===== config.mk =====
export PLATFORM = sky130hd
export DESIGN_NAME = sclk_burst_ctrl
export DESIGN_NICKNAME = d
export VERILOG_FILES = /design/src/rtl/sclk_burst_ctrl.sv
export SDC_FILE = /design/constraint.sdc
export NUM_CORES = 1
export LEC_CHECK = 0
export ABC_AREA = 1
export ABC_CLOCK_PERIOD_IN_PS = 1600
export CORE_ASPECT_RATIO = 0.8
export CORE_MARGIN = 2
export CORE_UTILIZATION = 40
export DETAILED_ROUTE_END_ITERATION = 8
export PLACE_DENSITY = 0.71
export SYNTH_ARGS = -nofsm -noshare
export SYNTH_HDL_FRONTEND = slang
export SYNTH_SLANG_ARGS = --single-unit
export TNS_END_PERCENT = 1

===== constraint.sdc =====
create_clock -name clkin -period 1.6 [get_ports clkin]
set_clock_uncertainty 0.05 [all_clocks]
set_input_delay 0.4 -clock clkin [delete_from_list [all_inputs] [get_ports clkin]]
set_output_delay 0.4 -clock clkin [all_outputs]
set_load 0.02 [all_outputs]

===== src/rtl/sclk_burst_ctrl.sv =====
// Serial-clock burst sequencer for the SPI engine: emits 2*nbits sclk edges at a
// programmable half-period, with CPOL/CPHA handling and shift/sample strobes.
module sclk_burst_ctrl #(
    parameter int DIV_W = 17,
    parameter int CNT_W = 6
) (
    input  logic             clkin,
    input  logic             rst,
    input  logic             start,
    input  logic             abort,
    input  logic [DIV_W-1:0] halfperiod,
    input  logic [CNT_W-1:0] nbits,
    input  logic             cpol,
    input  logic             cpha,
    output logic             busy,
    output logic             done,
    output logic             sclk,
    output logic             shift_stb,
    output logic             sample_stb
);

    typedef enum logic [1:0] {
        S_IDLE,
        S_LEAD,
        S_RUN,
        S_TAIL
    } state_t;

    state_t             state_q;
    logic [DIV_W-1:0]   hp_q;
    logic [DIV_W-1:0]   tc_q;
    logic [DIV_W-1:0]   tc_d;
    logic [CNT_W-1:0]   nbits_q;
    logic               cpol_q;
    logic               cpha_q;
    // One bit wider than nbits so 2*nbits edges never wrap
    logic [CNT_W:0]     ec_q;
    logic [CNT_W:0]     ec_d;
    logic               busy_q;
    logic               done_q;
    logic               sclk_q;
    logic               shift_q;
    logic               sample_q;

    logic               tick;
    logic               last_edge;
    logic               lead_edge;
    logic               edge_shift;
    logic               edge_sample;

    always_comb begin
        tick        = (tc_q == hp_q);
        tc_d        = tick ? '0 : tc_q + 1'b1;
        ec_d        = ec_q + 1'b1;
        last_edge   = (ec_d == {nbits_q, 1'b0});
        lead_edge   = ec_d[0];
        // The final trailing edge in CPHA=0 has no following bit to present
        edge_shift  = lead_edge ? cpha_q : (!cpha_q && !last_edge);
        edge_sample = lead_edge ? !cpha_q : cpha_q;
    end

    always_ff @(posedge clkin) begin
        if (rst) begin
            state_q  <= S_IDLE;
            hp_q     <= '0;
            tc_q     <= '0;
            nbits_q  <= '0;
            cpol_q   <= 1'b0;
            cpha_q   <= 1'b0;
            ec_q     <= '0;
            busy_q   <= 1'b0;
            done_q   <= 1'b0;
            sclk_q   <= 1'b0;
            shift_q  <= 1'b0;
            sample_q <= 1'b0;
        end else begin
            shift_q  <= 1'b0;
            sample_q <= 1'b0;
            done_q   <= 1'b0;
            case (state_q)
                S_IDLE: begin
                    sclk_q <= cpol;
                    tc_q   <= '0;
                    ec_q   <= '0;
                    if (start) begin
                        hp_q    <= halfperiod;
                        nbits_q <= nbits;
                        cpol_q  <= cpol;
                        cpha_q  <= cpha;
                        if (nbits != '0) begin
                            busy_q  <= 1'b1;
                            state_q <= S_LEAD;
                            shift_q <= !cpha;
                        end else begin
                            done_q <= 1'b1;
                        end
                    end
                end
                S_LEAD, S_RUN: begin
                    if (abort) begin
                        state_q <= S_IDLE;
                        busy_q  <= 1'b0;
                        sclk_q  <= cpol_q;
                        tc_q    <= '0;
                        ec_q    <= '0;
                    end else begin
                        tc_q <= tc_d;
                        if (tick) begin
                            sclk_q   <= ~sclk_q;
                            ec_q     <= ec_d;
                            shift_q  <= edge_shift;
                            sample_q <= edge_sample;
                            state_q  <= last_edge ? S_TAIL : S_RUN;
                        end
                    end
                end
                S_TAIL: begin
                    if (abort) begin
                        state_q <= S_IDLE;
                        busy_q  <= 1'b0;
                        sclk_q  <= cpol_q;
                        tc_q    <= '0;
                        ec_q    <= '0;
                    end else begin
                        tc_q <= tc_d;
                        if (tick) begin
                            state_q <= S_IDLE;
                            busy_q  <= 1'b0;
                            done_q  <= 1'b1;
                        end
                    end
                end
                default: begin
                    state_q <= S_IDLE;
                    busy_q  <= 1'b0;
                end
            endcase
        end
    end

    assign busy       = busy_q;
    assign done       = done_q;
    assign sclk       = sclk_q;
    assign shift_stb  = shift_q;
    assign sample_stb = sample_q;

endmodule


# ---- Yosys cells after proc, flatten, opt, wreduce, memory -nomap -nowiden
# Cells that the tools add are included.
dict set report totals {
  register_bits 56
  latch_bits 0
  ram_bits 0
  romBits 0
  in_bits 29
  out_inout_bits 5
  wordCells 78
  n_memories 0
}
dict set report op_classes {
  addsub 2
  mul 0
  n_div 0
  n_lt_le_gt_ge 0
  n_eq_ne 11
  shift 0
  n_mux 37
  n_bitwise 3
  reduce_logical 13
}
# operator n
set op_table {}
lappend op_table {{two-way mux 17 bit} 2}
lappend op_table {{case mux 17 bit (2 select lines)} 1}
lappend op_table {{two-way mux 7 bit} 3}
lappend op_table {{case mux 7 bit (3 select lines)} 1}
lappend op_table {{two-way mux 1 bit} 19}
lappend op_table {{adder 17 x 1 -> 17 bit, second input constant} 1}
lappend op_table {{equality test 17 bit} 1}
lappend op_table {{two-way mux 2 bit} 6}
lappend op_table {{!= test 2 bit, second input constant} 4}
lappend op_table {{AND reduction 4 bit} 2}
lappend op_table {{adder 7 x 1 -> 7 bit, second input constant} 1}
lappend op_table {{equality test 7 bit} 1}
lappend op_table {{!= test 3 bit, second input constant} 2}
lappend op_table {{case mux 1 bit (3 select lines)} 2}
lappend op_table {{case mux 2 bit (3 select lines)} 1}
lappend op_table {{nonzero test 6 bit} 1}
lappend op_table {{equality test 2 bit, second input constant} 2}
lappend op_table {{case mux 1 bit (2 select lines)} 2}
lappend op_table {{AND reduction 2 bit} 2}
lappend op_table {{OR reduction 4 bit} 1}
lappend op_table {{logical NOT 1 bit} 3}
lappend op_table {{NOT 1 bit} 3}
lappend op_table {{OR reduction 3 bit} 1}
lappend op_table {{equality test 2 x 1 -> 1 bit, second input constant} 1}
lappend op_table {{3 further kinds} 3}

# ---- Longest topological paths before layout
# Gate-level depths: netlist of run 1.
dict set report logic_depth {
  ltp_word 8
  depth_mapped 13
  ltp_nobuf 13
}

# ---- Worst setup path before layout of run 1
# No wires, ideal clock.
dict set report synth_timing {
  path_kind {reg-to-reg}
  from {reg tc_q[0]}
  to {reg tc_q[16]}
  arrival_time_ns 1.437
  required_time_ns 1.431
  slack_ns -0.006
  stages_incl_launch_ff 11
  n_path_buf 0
  cell_sequence {dfxtp_1 ha_1 nand3_1 nor2_2 nand2_2 inv_2 nand3_2 nor3_2 nand3_1 xor2_1 nor2_1}
}
dict set report synth_via {
  elab_chain_len 4
}
# item line_no
set synth_rtl {}
lappend synth_rtl {{from (decl)} 31} ;# logic [DIV_W-1:0] tc_q;
lappend synth_rtl {{from (signal assigned)} 107} ;# tc_q <= tc_d;
lappend synth_rtl {{from (signal assigned)} 125} ;# tc_q <= tc_d;
lappend synth_rtl {{adder 17 x 1 -> 17 bit / equality test 17 bit (equally long branches)} {53, 52}}
lappend synth_rtl {{two-way mux 17 bit (*)} 53} ;# tc_d = tick ? '0 : tc_q + 1'b1;
lappend synth_rtl {{two-way mux 17 bit (*)} {100, 118}}
lappend synth_rtl {{case mux 17 bit (2 select lines) (*)} 80} ;# case (state_q)
# Every way passes the cells marked *; elsewhere a longest branch is shown, timed or not.
# A chain may end at the register's enable or synchronous reset.

# ---- Worst setup path in the final report of run 1
dict set report layout_timing {
  from {reg ec_q[0]}
  to {reg state_q[0]}
}
dict set report layout_via {
  elab_chain_len 6
}
# item line_no
set layout_rtl {}
lappend layout_rtl {{from (decl)} 37} ;# logic [CNT_W:0] ec_q;
lappend layout_rtl {{from (signal assigned)} 70} ;# ec_q <= '0;
lappend layout_rtl {{from (signal assigned)} 84} ;# ec_q <= '0;
lappend layout_rtl {{from (signal assigned)} 105} ;# ec_q <= '0;
lappend layout_rtl {{adder 7 x 1 -> 7 bit} 54} ;# ec_d = ec_q + 1'b1;
lappend layout_rtl {{equality test 7 bit} 55} ;# last_edge = (ec_d == {nbits_q, 1'b0});
lappend layout_rtl {{two-way mux 1 bit} 113} ;# state_q <= last_edge ? S_TAIL : S_RUN;
lappend layout_rtl {{two-way mux 2 bit} 108} ;# if (tick) begin
lappend layout_rtl {{two-way mux 2 bit} 100} ;# if (abort) begin
lappend layout_rtl {{case mux 2 bit (3 select lines)} 80}
lappend layout_rtl {{to (signal assigned)} 113}
lappend layout_rtl {{to (decl)} 29} ;# state_t state_q;
# Every way passes these cells. The select of a mux whose other input is x is not followed.

==> metrics.txt, run 1 <==
crit share post-route 104%; post-synthesis net count 420; total vias in the final route roughly 2600; combinational share of power about a fifth; Layout Nets 486; clock share of power between 20% and 30%; Tmin final 1670 ps; IO Count 34; Relative slew margins between 70% and 80%; die height approximately 78 µm; Largest stage delay, worst path 350 ps; cell count after synthesis 387; n_diodes 0; P_leak 0.00151 µW; largest cells by area after synthesis dfxtp_1 41%, nand2_1 10%, nor2_1 8.7%; CP cell instances ha_2, nand2_4, nor2_4, nand2_1, nand2_1, nand2_1, nand2_1, nand2_1, nor2_2, nand3_1, nand2_1, nor2_1, nor2_1; vias per cell 4.80; number of max-cap violations 0; DP Cell Count ~530; setup ws final -67.0 ps; CP arrival between 1500 and 2000 ps; clk slew on worst S/H paths ~100 ps; flops & latches, synth 56; Mapped Area ~2800 µm²; Tot GR Track Use 16.8%; outcome complete, but fails checks; initial DRC count roughly 100; post-route insts no fill 541; Synth area leader dfxtp_1; worst vdd ir approximately 0.32 mV; remaining global-route overflow 0; critical path startpoint ec_q[0]; Most Frequent Cell on Critical Path nand2_1; WS Path Type flip-flop to flip-flop; Reg power frac 53.2%; Data required, critical path 1800 ps; synth warn 0; Hold Crit Class flip-flop to flip-flop; NetSw just under 800 µW; vias in the first global route roughly 2400; Num CTS Buffers 5; # rows 27; asr flop ratio synth 0%; Worst Path Max Fanout 3; slowest CP cell dfxtp_1; Avg WL per Cell 11.4 µm; setup violators final 10; Die X ~97 µm; Slew @ Worst Pin 308 ps; HP Start hp_q[10]; Skew-Pair Late Insertion Delay 300 ps; Core ar. around 6800 µm²; 1st-pass router iterations 4; most common flop cell mapped by yosys dfxtp_1; # DRC 0; Area Overhead vs Synth 31.9%; FMAX ~0.6 GHz; TritonCTS clock tree yes; htree depth 2; initial core utilization 40.6%; Final GP Congestion 0.888; share of layout cells above drive strength 1 20.9%; RSZ-0062 raised after global routing yes; initial antenna violation count 0; final-report hold violation count 0; Startpoint Class flip-flop; average size of a mapped cell approximately 7 µm²; fin. max-slew vios 0; switching share of power 27.5%; overall routed net length approximately 6.2 mm; buffer depth of the longest clock path 2; sequential cell area fraction in the yosys report approximately two fifths; crit end category flip-flop; failing checks setup timing; share of the synthesized area in the top cell type approximately two fifths; Die ar. between 7000 and 8000 µm²; Place WS -588 ps; synth unique cells 33; PD cells 792 nW/µm²; largest net degree at the start of global routing 18; Buffers on Ports 33; global-route wire length before repair 10.6 mm; post-DP HPWL about 4.7 mm; post-route ant nets 0; Reg2Reg Launch Point ec_q[0]; number of synthesized flops with an enable pin 0; Core Util, Final 53.5%; CTS root buf clkbuf_8; clock sinks between 50 and 60; internal power 2090 µW
per-layer routing:
metal  vias to the layer above  global-route usage [%]  part of all wire [%]
met4                         0                    4.79                   2.0
met3                        13                    2.67                   3.3
met1                      1178                    22.0                    47
met2                        51                    29.0                    48
li1                       1357                       -                     -
met5                         -                       0                     0
critical path: cells and delay by family (launching register included):
kind / cells / cell delay (ps)
adders and majority gates: 1 / 220
DFF: 1 / 350
and+or+nand+nor: 12 / 990
cell usage after synthesis (5+ instances only):
master / number
xor2_1: 10
nand4_1: 6
nor2_2: 5
nor2_1: 64
nand2_1: 75
dfxtp_1: 56
nand3_1: 16
a21oi_1: 26
clkbuf_1: 8
o21ai_0: 32
xnor2_1: 11
nand2_2: 5
inv_1: 41
registers in the layout, summed over array words and instances, names as in the netlist:
name and cells:
hp_q 17, sample_stb 1, shift_stb 1, cpol_q 1, done 1, cpha_q 1, sclk 1, nbits_q 6
state_q 2, busy 1, tc_q 17, ec_q 7
final timing paths:
path	to	slack, ps	cells after the start
max	state_q[0]	-70	13
min	hp_q[10]	420	2
max reg2reg	state_q[0]	-70	13
min reg2reg	hp_q[10]	420	2
through the flow:
| step | TNS (ps) | hold WS (ps) | cell area [µm²] | power (µW) |
|---|---|---|---|---|
| detailed placement | -3750 | 414 | 3440 | 2120 |
| global placement | -3310 | 403 | 3440 | 2110 |
| floorplan | 0 | 394 | 2780 | 1900 |
| CTS | -284 | 428 | 3570 | 2910 |
| global route | -3560 | 459 | 3630 | 3060 |
| finish | -347 | 424 | 3630 | 2880 |
repair_timing:
action	4_1_cts	5_1_grt
buffers inserted	0	1
hold buffers	0	0
gates resized for setup	21	25
endpoints found under the hold margin	0	0
endpoints found under the setup margin	22	32
pin swaps	3	7
cells by family (layout without fill, tap and decap cells):
group / after synthesis / count (layout) / share of synthesized area (%)
simple gates: 193 / 193 / 32.5
compound gates: 59 / 59 / 10.8
flops: 56 / 56 / 40.7
buf+inv: 54 / 121 / 7.49
xor+xnor: 21 / 21 / 6.68
fa+ha+maj: 4 / 4 / 1.82
cell type report:
type / count / area (µm²)
Fill cell: 658 / 3160
Multi-Input combinational cell: 277 / 1520
Sequential cell: 56 / 1140
Timing Repair Buffer: 68 / 602
Inverter: 45 / 169
Tap cell: 87 / 109
Clock buffer: 8 / 90.1
power by group through the flow:
stage                     Clock [µW]  Sequential [µW]  Combinational [µW]
after floorplan                    0             1570                 331
after global placement             0             1570                 541
after detailed placement           0             1570                 555
after CTS                        818             1530                 559
after global routing             870             1540                 646
final                            781             1530                 565
cell usage in the layout, fill, tap and decap left out, types with 2 or more instances in the layout:
cell type | synthesis | routed
a21oi_1 | 26 | 26
nand3_2 | 3 | 5
nor2_1 | 64 | 59
nand4_1 | 6 | 6
or2_4 | 0 | 2
buf_4 | 1 | 33
nand3_1 | 16 | 14
o21ai_1 | 0 | 2
nor2_4 | 1 | 4
dfxtp_1 | 56 | 43
ha_1 | 4 | 2
dlygate4sd2_1 | 0 | 6
o21ai_0 | 32 | 29
nor3_1 | 2 | 2
dfxtp_4 | 0 | 3
nand2_1 | 75 | 73
inv_1 | 41 | 39
clkbuf_8 | 0 | 6
inv_2 | 3 | 6
clkbuf_1 | 8 | 2
nand3b_1 | 3 | 3
nor2_2 | 5 | 7
xnor2_1 | 11 | 11
xor2_1 | 10 | 10
nand2_2 | 5 | 6
dfxtp_2 | 0 | 10
clkdlybuf4s50_1 | 0 | 27
Note: power is estimated with default switching activity, not from simulation.
==> inputs of run 2 (changes only) <==
- ABC_AREA: 1 -> 0
- HOLD_SLACK_MARGIN: unset -> 0.03
==> metrics.txt, run 2 <==
global-route wire length before repair 11.3 mm (+6.0%); Skew-Pair Late Insertion Delay 310 ps (about the same); crit share post-route 108% (+4.2 points); share of layout cells above drive strength 1 26.2% (+5.3 points); remaining global-route overflow 0 (unchanged); Multi-input gate area 1650 µm² (+8.8%); post-route insts no fill 511 (-5.5%); clock sinks 56 (unchanged); FMAX 0.577 GHz (-3.9%); WP buf/inv 2 (+2); Avg WL per Cell 13.9 µm (+22%); P_leak 0.00154 µW (+1.8%); setup ws final -134 ps (-67.4 ps); vias in the first global route 2397 (-0.87%); DP Cell Count 501 (-5.8%); synth warn 0 (unchanged); Place WS -579 ps (+9.22 ps); Die X 96.9 µm (+0.11%); Largest stage delay, worst path 530 ps (+180 ps); vias per cell 4.99 (+3.9%); buffer depth of the longest clock path 2 (unchanged); Die ar. 7590 µm² (+0.22%); share of the synthesized area in the top cell type 40.6% (-0.092 points); Adder-Cell Fraction of Synth Area 1.81% (-0.0041 points); Synth Area in Simple Gates 24.7% (-7.8 points); initial antenna violation count 0 (unchanged); Core Util, Final 57.0% (+3.5 points); Data required, critical path 1790 ps (about the same); overall routed net length 7.08 mm (+15%); post-synthesis net count 368 (-12%); number of max-cap violations 0 (unchanged); die height 78.3 µm (+0.11%); cell count after synthesis 335 (-13%); Register Area 1130 µm² (-1.1%); Reg2Reg Launch Point hp_q[7]; setup violators final 30 (+20); n_diodes 0 (unchanged); post-DP HPWL 5.17 mm (+9.4%); TritonCTS clock tree yes; outcome complete, but fails checks; Startpoint Class input pin; CP cell instances clkdlybuf4s50_1, nand2b_1, nor3_2, buf_4, nand4_1, o21ai_0; Tot GR Track Use 18.2% (+1.4 points); failing checks setup timing; fin. max-slew vios 0 (unchanged); initial core utilization 40.7% (+0.092 points); average size of a mapped cell 8.24 µm² (+16%); biggest regs hp_q (17), tc_q (17), ec_q (7); most numerous cell in the Yosys netlist nand2_1; Hold Crit Class flip-flop to flip-flop; PD cells 1030 nW/µm² (+31%); htree depth 2 (unchanged); slowest CP cell clkdlybuf4s50_1; Core ar. 6790 µm² (unchanged); crit end category flip-flop; Final GP Congestion 0.870 (-2.1%); post-synthesis mux area share 1.63% (+1.6 points); Largest delay share family, worst path buffers and inverters; hold endpoint cpol_q; 1st-pass router iterations 4 (unchanged); Slew @ Worst Pin 329 ps (+20.1 ps); clk slew on worst S/H paths 100 ps (about the same); fill count 607 (-7.8%); asr flop ratio synth 0% (unchanged); initial DRC count 153 (+51%); Mapped Area 2760 µm² (+0.23%); Num CTS Buffers 5 (unchanged); Tmin final 1730 ps (+67.4 ps); total vias in the final route 2551 (-1.8%); CTS Hold Buffers Added 0 (unchanged); most common flop cell mapped by yosys dfxtp_1; most common cell after layout, fill and taps aside nand2_1; worst vdd ir 0.584 mV (+80%); Reg-to-Reg End sclk; CP arrival 1920 ps (+50 ps); flops & latches, synth 56 (unchanged); # rows 27 (unchanged); largest cells by area after synthesis dfxtp_1 41%, nand2_1 8.4%, xnor2_1 7.0%; Post-Synth XOR/XNOR Area 14.1% (+7.5 points); sequential cell area fraction in the yosys report 40.6% (-0.092 points); Layout Nets 456 (-6.2%); post-route ant nets 0 (unchanged); largest net degree at the start of global routing 18 (unchanged); reg2reg path depth 5 (-8); r2r setup slk -130 ps (-70 ps); hold path cells 2 (unchanged); RSZ-0062 raised after global routing yes; HP Start cpol_q; Worst Path Max Fanout 5 (+2); Post-synth top cells 62 x nand2_1, 56 x dfxtp_1, 29 x a21oi_1, 26 x nor2_1, 22 x xnor2_1; synth unique cells 40 (+21%); commonest cells after routing, fill and taps aside 61 x nand2_1, 58 x buf_4, 47 x dfxtp_1; Synth area leader dfxtp_1; post-synthesis compound-gate area fraction 12.7% (+1.9 points); IO Count 34 (unchanged); Buffers on Ports 33 (unchanged); largest family of logic cells by synthesized area simple AND/OR/NAND/NOR gates; Area Overhead vs Synth 40.2%; CTS root buf clkbuf_8; # DRC 0 (unchanged); number of synthesized flops with an enable pin 0 (unchanged); Relative slew margins 77.9% (-1.4 points); WS Path Type input pin to flip-flop; final-report hold violation count 0 (unchanged)
run 2: cell count changes after synthesis, sizes merged, moves of 10 or more:
cell and change:
xor2 +10, o21ai -25, xnor2 +11, inv -31, nor2 -44, nand2 -18
run 2: how the worst max path moves through the flow:
stage / endpoint / slack, ps / from / depth (start not counted)
2_1_floorplan: busy / -50 / nbits[2] / 5
5_1_grt: shift_stb / -220 / hp_q[7] / 6
3_5_place_dp: busy / -580 / nbits[2] / 6
3_3_place_gp: busy / -530 / nbits[2] / 6
4_1_cts: sclk / -130 / hp_q[11] / 5
6_report: shift_stb / -130 / abort / 6
run 2: what timing repair did:
action	4_1_cts	5_1_grt
endpoints found under the setup margin	36	34
setup buffers	1	1
gates resized for setup	22	17
pin swaps	9	10
run 2: tightest hold or removal path: stages (launching register included):
cell and delay [ps]:
dfxtp_1 330, nand2_1 50, a21oi_1 50
run 2: area by class of cell:
type | count | share of cell area, %
Clock inverter | 3 | 1.10
Clock buffer | 5 | 1.78
Inverter | 13 | 1.26
Multi-Input combinational cell | 252 | 42.7
Timing Repair Buffer | 95 | 21.1
Tap cell | 87 | 2.81
Sequential cell | 56 | 29.2
run 2: cell families (layout without fill, tap and decap cells):
kind of cell,Yosys count,count (layout)
simple gates,145,145
fa+ha+maj,4,4
mux,4,4
buf+inv,27,116
flops,56,56
compound gates,56,56
xor+xnor,43,43
run 2: stage by stage:
stage / TNS [ps] / hold WS, ps / total power [µW] / area (µm²)
2_1_floorplan: -211 / 386 / 2390 / 2800
3_3_place_gp: -9720 / 393 / 2900 / 3650
3_5_place_dp: -10620 / 406 / 2910 / 3650
4_1_cts: -1240 / 420 / 3880 / 3790
5_1_grt: -5100 / 436 / 4200 / 3870
6_report: -2070 / 423 / 4010 / 3870
run 2: routing by layer:
layer | vias to the layer above | wire [µm] | track usage [%]
met4 | 0 | 70 | 5.21
met3 | 9 | 373 | 3.47
met1 | 1155 | 3640 | 26.6
met2 | 77 | 3000 | 27.3
li1 | 1310 | - | -
met5 | - | 0 | 0
run 2: power breakdown:
| group | internal (µW) | leakage, µW | switching, µW |
|---|---|---|---|
| clock network | 464 | 0.0000541 | 481 |
| registers | 1520 | 0.000460 | 101 |
| logic | 679 | 0.00103 | 758 |
==> inputs of run 3 (changes only) <==
- CORE_MARGIN: 2 -> 5
- GPL_ROUTABILITY_DRIVEN: unset -> 1
==> metrics.txt, run 3 (synthesis results as in run 2) <==
fill count 590 (-2.8%); crit share post-route 111% (+2.5 points); CTS Hold Buffers Added 0 (unchanged); largest net degree at the start of global routing 17 (-1); total vias in the final route 2597 (+1.8%); Skew-Pair Late Insertion Delay 310 ps (about the same); die height 84.3 µm (+7.7%); Layout Nets 461 (+1.1%); slowest CP cell xnor3_1; Reg power frac 41.8% (+1.3 points); Largest stage delay, worst path 380 ps (-150 ps); Largest delay share family, worst path compound AO/OA/AOI/OAI gates; Die X 103 µm (+6.2%); remaining global-route overflow 0 (unchanged); clock sinks 56 (unchanged); overall routed net length 7.26 mm (+2.6%); Data required, critical path 1790 ps (about the same); vias in the first global route 2601 (+8.5%); Die ar. 8680 µm² (+14%); crit end category flip-flop; Register Area 1130 µm² (-0.11%); final-report hold violation count 0 (unchanged); Final GP Congestion 0.864 (-0.60%); NetSw 1320 µW (-1.2%); initial DRC count 152 (-0.65%); worst vdd ir 0.764 mV (+31%); # DRC 0 (unchanged); post-route insts no fill 516 (+0.98%); buffer depth of the longest clock path 2 (unchanged); global-route wire length before repair 11.8 mm (+4.7%); FMAX 0.564 GHz (-2.3%); WS Path Type flip-flop to flip-flop; n_diodes 0 (unchanged); PD cells 997 nW/µm² (-3.6%); RSZ-0062 raised after global routing yes; htree depth 2 (unchanged); 1st-pass router iterations 4 (unchanged); CP cell instances buf_4, xnor3_1, nand3_1, a221oi_2, nand4_1, a211oi_2; Startpoint Class flip-flop; Area Overhead vs Synth 40.8%; DP Cell Count 505 (+0.80%); IO Count 34 (unchanged); Core ar. 6790 µm² (unchanged); Relative slew margins 77.6% (-0.28 points); post-route ant nets 0 (unchanged); Tmin final 1770 ps (+40.2 ps); Num CTS Buffers 5 (unchanged); P_leak 0.00157 µW (+2.1%); setup ws final -175 ps (-40.2 ps); clk slew on worst S/H paths 100 ps (about the same); Tot GR Track Use 17.1% (-1.1 points); post-DP HPWL 5.54 mm (+7.2%); Reg2Reg Launch Point ec_q[1]; internal power 2550 µW (-4.2%); Avg WL per Cell 14.1 µm (+1.6%); clock share of power 20.8% (-2.8 points); switching share of power 34.1% (+0.70 points); vias per cell 5.03 (+0.82%); commonest cells after routing, fill and taps aside 65 x buf_4, 61 x nand2_1, 48 x dfxtp_1; number of max-cap violations 0 (unchanged); Buffers on Ports 33 (unchanged); WP buf/inv 1 (-1); Multi-input gate area 1670 µm² (+0.83%); combinational share of power 37.4% (+1.5 points); fin. max-slew vios 0 (unchanged); critical path startpoint ec_q[1]; CTS root buf clkbuf_8; HP Start hp_q[11]; biggest regs hp_q (17), tc_q (17), ec_q (7); most common cell after layout, fill and taps aside buf_4; initial antenna violation count 0 (unchanged); failing checks setup timing; final setup TNS -1740 ps (+327 ps); outcome complete, but fails checks; CP arrival 1960 ps (+40 ps); # rows 27 (unchanged); share of layout cells above drive strength 1 27.5% (+1.3 points); Slew @ Worst Pin 333 ps (+4.41 ps); TritonCTS clock tree yes; Hold Crit Class flip-flop to flip-flop; setup violators final 16 (-47%); initial core utilization 40.7% (unchanged); Worst Path Max Fanout 5 (unchanged)
## run 3: final timing paths
path | end | slack (ps) | depth (start not counted)
worst max-delay path | state_q[0] | -170 | 6
worst min-delay path | hp_q[11] | 420 | 2
worst max register to register | state_q[0] | -170 | 6
worst min register to register | hp_q[11] | 420 | 2
## run 3: worst min-delay path: stages, from the launching register on
cell and delay, ps:
dfxtp_2 340, nand2_1 50, a21oi_1 50
## run 3: timing repair
action | in CTS | in global routing
resized for setup | 22 | 20
setup buffers | 0 | 3
pin swaps | 12 | 5
setup endpoints to repair | 36 | 41
## run 3: per-layer routing
metal	vias to the layer above	share of wire, %	global-route usage [%]
met5	-	0	0
met4	0	2.1	5.88
met3	14	5.5	3.49
met2	62	43	25.3
met1	1204	49	24.5
li1	1317	-	-
## run 3: layout make-up
type	count	area share [%]
Tap cell	87	2.80
Timing Repair Buffer	100	21.6
Clock buffer	6	2.12
Sequential cell	56	29.1
Inverter	13	1.26
Multi-Input combinational cell	252	42.9
Clock inverter	2	0.257
## run 3: per-stage QoR
stage / hold slack, ps / worst slack, ps / utilization, % / cell area, µm² / total power, µW
finish: 416 / -175 / 57.3 / 3890 / 3880
floorplan: 386 / -49.5 / - / 2800 / 2390
global placement: 394 / -531 / 54.0 / 3660 / 2890
CTS: 417 / -158 / 55.9 / 3800 / 3760
global route: 428 / -252 / 57.3 / 3890 / 4090
detailed placement: 411 / -635 / 54.0 / 3660 / 2920
## run 3: power groups by stage
stage | sequential (µW) | combinational [µW] | clock, µW
after global placement | 1640 | 1240 | 0
after global routing | 1640 | 1570 | 887
after detailed placement | 1650 | 1270 | 0
final | 1620 | 1450 | 806
after CTS | 1620 | 1330 | 815
after floorplan | 1640 | 746 | 0
